--- src/rtl/arith_pkg.sv ---
// Shared definitions for the multi-cycle arithmetic unit (multiplier and divider).
// Latency: none (package only).
// Backpressure: none (package only).
package arith_pkg;

  // Default operand width for the sequential arithmetic blocks.
  localparam int unsigned ARITH_WIDTH = 32;

  // Two-state sequencer shared by the multiplier and the divider.
  typedef enum logic [0:0] {
    ST_IDLE = 1'b0,
    ST_BUSY = 1'b1
  } arith_state_e;

  // Width of an iteration counter that must be able to hold the value w.
  function automatic int unsigned count_width(input int unsigned w);
    return $clog2(w + 1);
  endfunction

endpackage

--- src/rtl/unsigned_multiplier_if.sv ---
// Operand/result bundle of the sequential multiplier.
// Latency: none (wires only).
// Backpressure: none; master issues start while the slave reports ready.
//   start   : master -> slave, one-cycle load strobe
//   A, B    : master -> slave, operands sampled on the start edge
//   product : slave -> master, {high, low} result, valid while ready=1
//   ready   : slave -> master, idle/done level
interface unsigned_multiplier_if
  import arith_pkg::*;
#(
  parameter int unsigned WIDTH = ARITH_WIDTH
);

  logic                 start;
  logic [WIDTH-1:0]     A;
  logic [WIDTH-1:0]     B;
  logic [2*WIDTH-1:0]   product;
  logic                 ready;

  modport master (output start, A, B, input product, ready);
  modport slave  (input start, A, B, output product, ready);

endinterface

--- src/rtl/unsigned_multiplier_shift_add_step.sv ---
// One shift-and-add iteration of the sequential multiplier (combinational).
// Latency: 0 cycles.
// Backpressure: none.
//   product_i      : current {high, low} accumulator; low half still holds unconsumed multiplier bits
//   multiplicand_i : multiplicand added into the high half when product_i[0] is set
//   product_o      : accumulator after one iteration
module shift_add_step
  import arith_pkg::*;
#(
  parameter int unsigned WIDTH = ARITH_WIDTH
) (
  input  logic [2*WIDTH-1:0] product_i,
  input  logic [WIDTH-1:0]   multiplicand_i,
  output logic [2*WIDTH-1:0] product_o
);

  // One extra bit so the carry out of the high-half add is kept and
  // shifted back into the accumulator instead of being lost.
  logic [WIDTH:0] sum;

  always_comb begin
    sum = {1'b0, product_i[2*WIDTH-1:WIDTH]}
        + (product_i[0] ? {1'b0, multiplicand_i} : {(WIDTH+1){1'b0}});
    // The consumed multiplier bit drops off the bottom as everything shifts right.
    product_o = {sum, product_i[WIDTH-1:1]};
  end

endmodule

--- src/rtl/unsigned_multiplier.sv ---
// Sequential unsigned shift-and-add multiplier, product = A * B over WIDTH cycles.
// Latency: WIDTH cycles from the start edge to ready; with
//   UNSIGNED_MULTIPLIER_EARLY_EXIT_EN defined, it finishes as soon as the remaining multiplier bits are zero.
// Backpressure: none; start is accepted in any state and abandons an in-flight multiply.
//   clk  : rising-edge clock
//   rst  : asynchronous active-high reset
//   bus  : slave side of unsigned_multiplier_if (start, A, B in; product, ready out)
module unsigned_multiplier
  import arith_pkg::*;
#(
  parameter int unsigned WIDTH = ARITH_WIDTH
) (
  input  logic                  clk,
  input  logic                  rst,
  unsigned_multiplier_if.slave  bus
);

  localparam int unsigned    CW         = count_width(WIDTH);
  localparam logic [0:0]     IDLE       = ST_IDLE;
  localparam logic [0:0]     BUSY       = ST_BUSY;
  localparam logic [CW-1:0]  COUNT_DONE = CW'(WIDTH);

  logic [0:0]          state_q,   state_d;
  logic [WIDTH-1:0]    mcand_q,   mcand_d;
  logic [2*WIDTH-1:0]  product_q, product_d;
  logic [CW-1:0]       count_q,   count_d;

  logic [2*WIDTH-1:0]  step_product;
  logic                early_exit;
  logic [2*WIDTH-1:0]  exit_product;

  shift_add_step #(
    .WIDTH(WIDTH)
  ) u_step (
    .product_i      (product_q),
    .multiplicand_i (mcand_q),
    .product_o      (step_product)
  );

`ifdef UNSIGNED_MULTIPLIER_EARLY_EXIT_EN
  // Once every unconsumed multiplier bit is zero, the remaining iterations
  // would only shift right, so collapse them into a single shift.
  always_comb begin
    early_exit = 1'b1;
    for (int i = 0; i < int'(WIDTH); i++) begin
      if ((i < (int'(WIDTH) - int'(count_q))) && product_q[i]) begin
        early_exit = 1'b0;
      end
    end
    exit_product = product_q >> (COUNT_DONE - count_q);
  end
`else
  assign early_exit   = 1'b0;
  assign exit_product = product_q;
`endif

  always_comb begin
    state_d   = state_q;
    mcand_d   = mcand_q;
    product_d = product_q;
    count_d   = count_q;

    if (bus.start) begin
      // Accepted in any state; whatever was in flight is discarded.
      mcand_d   = bus.A;
      product_d = {{WIDTH{1'b0}}, bus.B};
      count_d   = '0;
      state_d   = BUSY;
    end else if (state_q == BUSY) begin
      if (early_exit) begin
        product_d = exit_product;
        count_d   = COUNT_DONE;
        state_d   = IDLE;
      end else begin
        product_d = step_product;
        count_d   = count_q + CW'(1);
        if (count_q == COUNT_DONE - CW'(1)) begin
          state_d = IDLE;
        end
      end
    end
  end

  always_ff @(posedge clk or posedge rst) begin
    if (rst) begin
      state_q   <= IDLE;
      mcand_q   <= '0;
      product_q <= '0;
      count_q   <= '0;
    end else begin
      state_q   <= state_d;
      mcand_q   <= mcand_d;
      product_q <= product_d;
      count_q   <= count_d;
    end
  end

  assign bus.ready   = (state_q == IDLE);
  assign bus.product = product_q;

endmodule

--- src/flat_wrapper.sv ---
// flat-port wrapper written by rule: the top's interface ports become plain ports
module unsigned_multiplier_flat import arith_pkg::*;
#(
  parameter int unsigned WIDTH = ARITH_WIDTH
)
  (clk, rst, bus_start, bus_A, bus_B, bus_product, bus_ready);
  unsigned_multiplier_if #(.WIDTH(WIDTH)) bus_i ();
  input  logic clk;
  input  logic rst;
  input wire logic [$bits(bus_i.start)-1:0] bus_start;
  input wire logic [$bits(bus_i.A)-1:0] bus_A;
  input wire logic [$bits(bus_i.B)-1:0] bus_B;
  output wire logic [$bits(bus_i.product)-1:0] bus_product;
  output wire logic [$bits(bus_i.ready)-1:0] bus_ready;
  assign bus_i.start = bus_start;
  assign bus_i.A = bus_A;
  assign bus_i.B = bus_B;
  assign bus_product = bus_i.product;
  assign bus_ready = bus_i.ready;
  unsigned_multiplier #(.WIDTH(WIDTH)) u_core (.clk(clk), .rst(rst), .bus(bus_i));
endmodule
--- config.mk ---
export PLATFORM = sky130hd
export DESIGN_NAME = unsigned_multiplier_flat
export DESIGN_NICKNAME = d
export VERILOG_FILES = /design/src/rtl/arith_pkg.sv /design/src/rtl/unsigned_multiplier_if.sv /design/src/rtl/unsigned_multiplier_shift_add_step.sv /design/src/rtl/unsigned_multiplier.sv /design/src/flat_wrapper.sv
export SDC_FILE = /design/constraint.sdc
export NUM_CORES = 1
export LEC_CHECK = 0
export ABC_CLOCK_PERIOD_IN_PS = 3580
export BUFFER_PORTS_ARGS = -buffer_cell sky130_fd_sc_hd__buf_2
export CORE_ASPECT_RATIO = 1.4
export CORE_MARGIN = 2
export CORE_UTILIZATION = 50
export CTS_BUF_LIST = sky130_fd_sc_hd__clkbuf_8
export DETAILED_ROUTE_END_ITERATION = 6
export HOLD_SLACK_MARGIN = 0.06
export PLACE_DENSITY = 0.76
export REMOVE_ABC_BUFFERS = 1
export SYNTH_ARGS = -nofsm -noshare
export SYNTH_HDL_FRONTEND = slang
export SYNTH_HIERARCHICAL = 1
export SYNTH_SLANG_ARGS = --single-unit
--- constraint.sdc ---
create_clock -name clk -period 3.58 [get_ports clk]
set_input_delay 1.074 -clock clk [delete_from_list [all_inputs] [get_ports clk]]
set_output_delay 1.074 -clock clk [all_outputs]
set_load 0.01 [all_outputs]
==> metrics list <==
- Result of the run: finished, final reports clean
- Syn. warnings: 6
* Setup slack after layout: around 360 ps
- In this run the vertical extent of the chip is ~140 um.
* CP endpoint: u_core/bus.product[55]$_DFFE_PP0P_
- Per report_power, the clock group accounts for 23.6% of the total.
* Final count of hold timing violations: 0
* Detailed-router iteration count before antenna repair: 4
* Rows: 50
- Worst Reg-to-Reg Cells: 11
- For this run, the leading register cell type out of synthesis is sky130_fd_sc_hd__dfrtp_1.
- At the worst endpoint, the arrival time is between 3000 and 4000 ps.
* Cell family with most CP delay: compound AO/OA/AOI/OAI gates
- The first global-routing pass estimated ~24000 um of wire.
- Fill cells in the final layout number about 1.2k.
* Number of top-level design ports: between 100 and 150
- After synthesis, flip-flops and latches occupy just under 40% of the total area.
- Net switching fraction of the power: 36.5%
- TritonCTS built the clock tree.
* TritonCTS Sinks: 103
- The root buffer cell chosen for the clock tree is sky130_fd_sc_hd__clkbuf_8.
- Counting both buffers and inverters, the worst setup path holds a total of 1.
* Critical register-to-register path startpoint: u_core/bus.product[0]$_DFFE_PP0P_
* Routability congestion estimate: between 0.8 and 0.9
- Gates resized, CTS repair: 0
* Routed length per placed instance: ~15 um
- Input and output buffers added on the ports amount to 131.
- Number of unique standard cell types used by synthesis: 57
- Based on the critical path, the design can be clocked at up to 0.311 GHz.
- For this run, design rule violations remaining after detail routing come to 0.
- Worst VDD drop: ~0.0002 V
- Total die area: ~0.014 mm2
* Mean area per synthesized cell: between 9 and 10 um2
* Power, Total: about 0.0032 W
* DRC violation total after the first TritonRoute iteration: slightly below 200
- Antenna violations before repair: 1
- Using the TritonRoute via totals, the vias-per-cell ratio works out to between 5 and 6.
- Clock-pin slew was measured on the worst setup and hold paths at between 100 and 150 ps.
* Final setup skew: 19.4 ps
- Global routing finished with a remaining overflow of 0.
* Crit path launch: u_core/bus.product[0]$_DFFE_PP0P_
- Flop2flop setup slack: between 300 and 400 ps
- Post-detail-place hpwl: about 11000 um
- Synthesis inferred about 100 register bits.
- The critical path crosses 11 cells after its start point.
- Setup repair after global routing missed its margin: false
- CTS built an H-tree with a depth of 3.
* P_leak: between 4 and 5 nW
- Pin count of the biggest net entering global routing: 74
- Number of global-route vias before repair: 5121
- Maximum cell stage delay along the critical path: between 400 and 500 ps
* End of the worst register-to-register path: u_core/bus.product[55]$_DFFE_PP0P_
* Slew Limit Fails: 0
- At the pin with the least slew margin, the transition time is roughly 850 ps.
* Worst slack on hold paths: slightly above 500 ps
- After the last flow step, the layout net total stands at just under 900.
- Number of enable-type register cells in the synthesized netlist: 0
* Critical path launch point type: register
- Area delta synth->final: 11.4%
* Tmin final: roughly 3200 ps
- Post-Syn Area: ~0.0067 mm2
- Sequential cells burn a little over two fifths of the power.
* Hold wc startpoint: u_core/mcand_q[22]$_DFFE_PP0P_
* Core region area: approximately 0.013 mm2
* Slowest cell on the critical path: sky130_fd_sc_hd__fa_1
* Effective utilization at floorplan: roughly 51%
- Share of final-layout standard cells stronger than drive strength 1: between 20% and 30%
* Required time of the critical path: between 3000 and 4000 ps
- Max cap viols: 0
- Total setup buffers inserted after CTS: 0
- Die width: between 100 and 150 um
- Combinational cells account for between 30% and 40% of the total power.
* Clock buffer count from CTS: 9
- Post-synthesis async set-or-reset flop share: between 90% and 100%
- Critical path start-end classification: reg2reg
- Net switching power: between 0.001 and 0.0015 W
* P_int: 0.00206 W
- Across every metal layer, demand over resource in global routing totals about a fifth.
- Period Utilization, post-route: 89.9%
* Slew Limit Headroom: 43.0%
- For this design the ratio of total power to cell area is roughly 430 mW/mm2.
- Once detail routing completed, the nets flagged for antenna violations numbered 0.
* Hold buffer count at cts: 0
- Post-Route WL: 14500 um
- Clock latency on the worst-skew pair: 390 ps
* Worst-case clock buffer depth: 2
- Of all nets on the critical path, the largest fanout is 17.
- Syn Inst Count: around 700
- Setup violations, final: 0
- Worst setup slack after placement: slightly above 400 ps
- The worst hold path belongs to the class reg2reg.
- The detailed router placed just over 5k vias in this run.
- The critical path goes through buf_4 > and2_1 > fa_1 > a211oi_2 > o211ai_2 > a2111oi_4 > nor3b_2 > or4_1 > o311a_1 > mux2i_1 > nor2_1.
- Element type at the critical path end: register
==> cells in the final DEF (no fill, tap or decap), types with 8 or more instances in the layout <==
master                       n
sky130_fd_sc_hd__clkbuf_8    9
sky130_fd_sc_hd__nand3_1    14
sky130_fd_sc_hd__inv_1      11
sky130_fd_sc_hd__ha_1       33
sky130_fd_sc_hd__and2_1     35
sky130_fd_sc_hd__mux2_2     33
sky130_fd_sc_hd__dfrtp_1   102
sky130_fd_sc_hd__xnor2_1    18
sky130_fd_sc_hd__xor2_1      8
sky130_fd_sc_hd__mux2i_1    66
sky130_fd_sc_hd__nor2_1     61
sky130_fd_sc_hd__nand2_1    55
sky130_fd_sc_hd__a21o_1     14
sky130_fd_sc_hd__a21oi_1    36
sky130_fd_sc_hd__o21ai_0    52
sky130_fd_sc_hd__buf_2     130
==> per-layer routing <==
| layer | wire length, um | global-route usage [%] |
|---|---|---|
| met1 | 6330 | 25.5 |
| met4 | 173 | 7.33 |
| met5 | 0 | 0 |
| met3 | 547 | 3.52 |
| met2 | 7440 | 35.5 |
==> cell usage after synthesis (3+ instances only) <==
cell | count | share of area [%]
sky130_fd_sc_hd__ha_1 | 33 | 6.2
sky130_fd_sc_hd__o211ai_1 | 5 | 0.56
sky130_fd_sc_hd__xnor2_1 | 18 | 2.4
sky130_fd_sc_hd__o311a_1 | 4 | 0.60
sky130_fd_sc_hd__nor3_1 | 6 | 0.45
sky130_fd_sc_hd__nor3b_1 | 3 | 0.34
sky130_fd_sc_hd__nand4b_1 | 3 | 0.39
sky130_fd_sc_hd__and2_1 | 35 | 3.3
sky130_fd_sc_hd__or2_2 | 5 | 0.47
sky130_fd_sc_hd__or4_1 | 3 | 0.34
sky130_fd_sc_hd__buf_2 | 13 | 0.97
sky130_fd_sc_hd__nand4_1 | 7 | 0.66
sky130_fd_sc_hd__nor2_1 | 61 | 3.4
sky130_fd_sc_hd__nand3_1 | 14 | 1.0
sky130_fd_sc_hd__mux2_2 | 33 | 5.6
sky130_fd_sc_hd__buf_4 | 39 | 4.4
sky130_fd_sc_hd__inv_1 | 12 | 0.67
sky130_fd_sc_hd__a311oi_1 | 3 | 0.39
sky130_fd_sc_hd__o21ai_0 | 52 | 3.9
sky130_fd_sc_hd__and3_1 | 3 | 0.28
sky130_fd_sc_hd__clkbuf_1 | 14 | 0.79
sky130_fd_sc_hd__mux2i_1 | 66 | 9.9
sky130_fd_sc_hd__a211oi_1 | 3 | 0.34
sky130_fd_sc_hd__or3_1 | 4 | 0.37
sky130_fd_sc_hd__dfrtp_1 | 103 | 39
sky130_fd_sc_hd__nand2_1 | 55 | 3.1
sky130_fd_sc_hd__a21o_1 | 14 | 1.6
sky130_fd_sc_hd__xor2_1 | 8 | 1.0
sky130_fd_sc_hd__a21oi_1 | 36 | 2.7
==> cell families (layout without fill, tap and decap cells) <==
family	Yosys count	in the layout	synth area share (%)
flops	103	103	38.6
other cells	0	1	0
xor+xnor	26	26	3.41
mux	99	99	15.4
simple gates	208	208	15.1
buf+inv	79	167	6.98
fa+ha+maj	34	34	6.48
compound gates	145	145	14.0
==> worst min-delay path by stage <==
stage	slack, ps	depth (start not counted)	end
final	510	1	u_core/mcand_q[22]$_DFFE_PP0P_
after global routing	530	1	u_core/mcand_q[20]$_DFFE_PP0P_
after CTS	510	1	u_core/mcand_q[31]$_DFFE_PP0P_
after detailed placement	490	1	u_core/mcand_q[31]$_DFFE_PP0P_
after global placement	480	1	u_core/mcand_q[10]$_DFFE_PP0P_
after floorplan	470	1	u_core/mcand_q[0]$_DFFE_PP0P_
==> registers in the layout, indices dropped and copies added, names as in the netlist <==
name	cells
u_core/bus.product	64
u_core/mcand_q	32
u_core/count_q	6
u_core/state_q	1
==> through the flow <==
step / instances / utilization (%) / instance area, um2 / TNS (ps)
final: 965 / 56.4 / 7450 / 0
after global routing: 965 / 56.4 / 7450 / 0
after CTS: 964 / 56.4 / 7450 / 0
after detailed placement: 948 / 54.8 / 7240 / 0
after global placement: 948 / 54.8 / 7240 / 0
after floorplan: 627 / - / 6260 / -20490
==> power groups by stage <==
stage	clock network (W)	registers (W)	logic, W
6_report	0.000763	0.00141	0.00106
5_1_grt	0.000827	0.00143	0.00119
4_1_cts	0.000788	0.00141	0.00107
3_5_place_dp	0	0.00143	0.00107
3_3_place_gp	0	0.00143	0.00105
2_1_floorplan	0	0.00146	0.000694
==> area by class of cell <==
class | count | area (um2) | share of cell area, %
flip-flops and latches | 103 | 2580 | 34.7
clock inverters | 7 | 82.6 | 1.11
well taps | 182 | 228 | 3.06
diodes | 1 | 2.50 | 0.0336
inverters | 12 | 47.5 | 0.638
multi-input cells | 512 | 3640 | 48.9
clock buffers | 9 | 124 | 1.66
repair buffers | 139 | 743 | 9.98
Note: power is estimated with default switching activity, not from simulation.
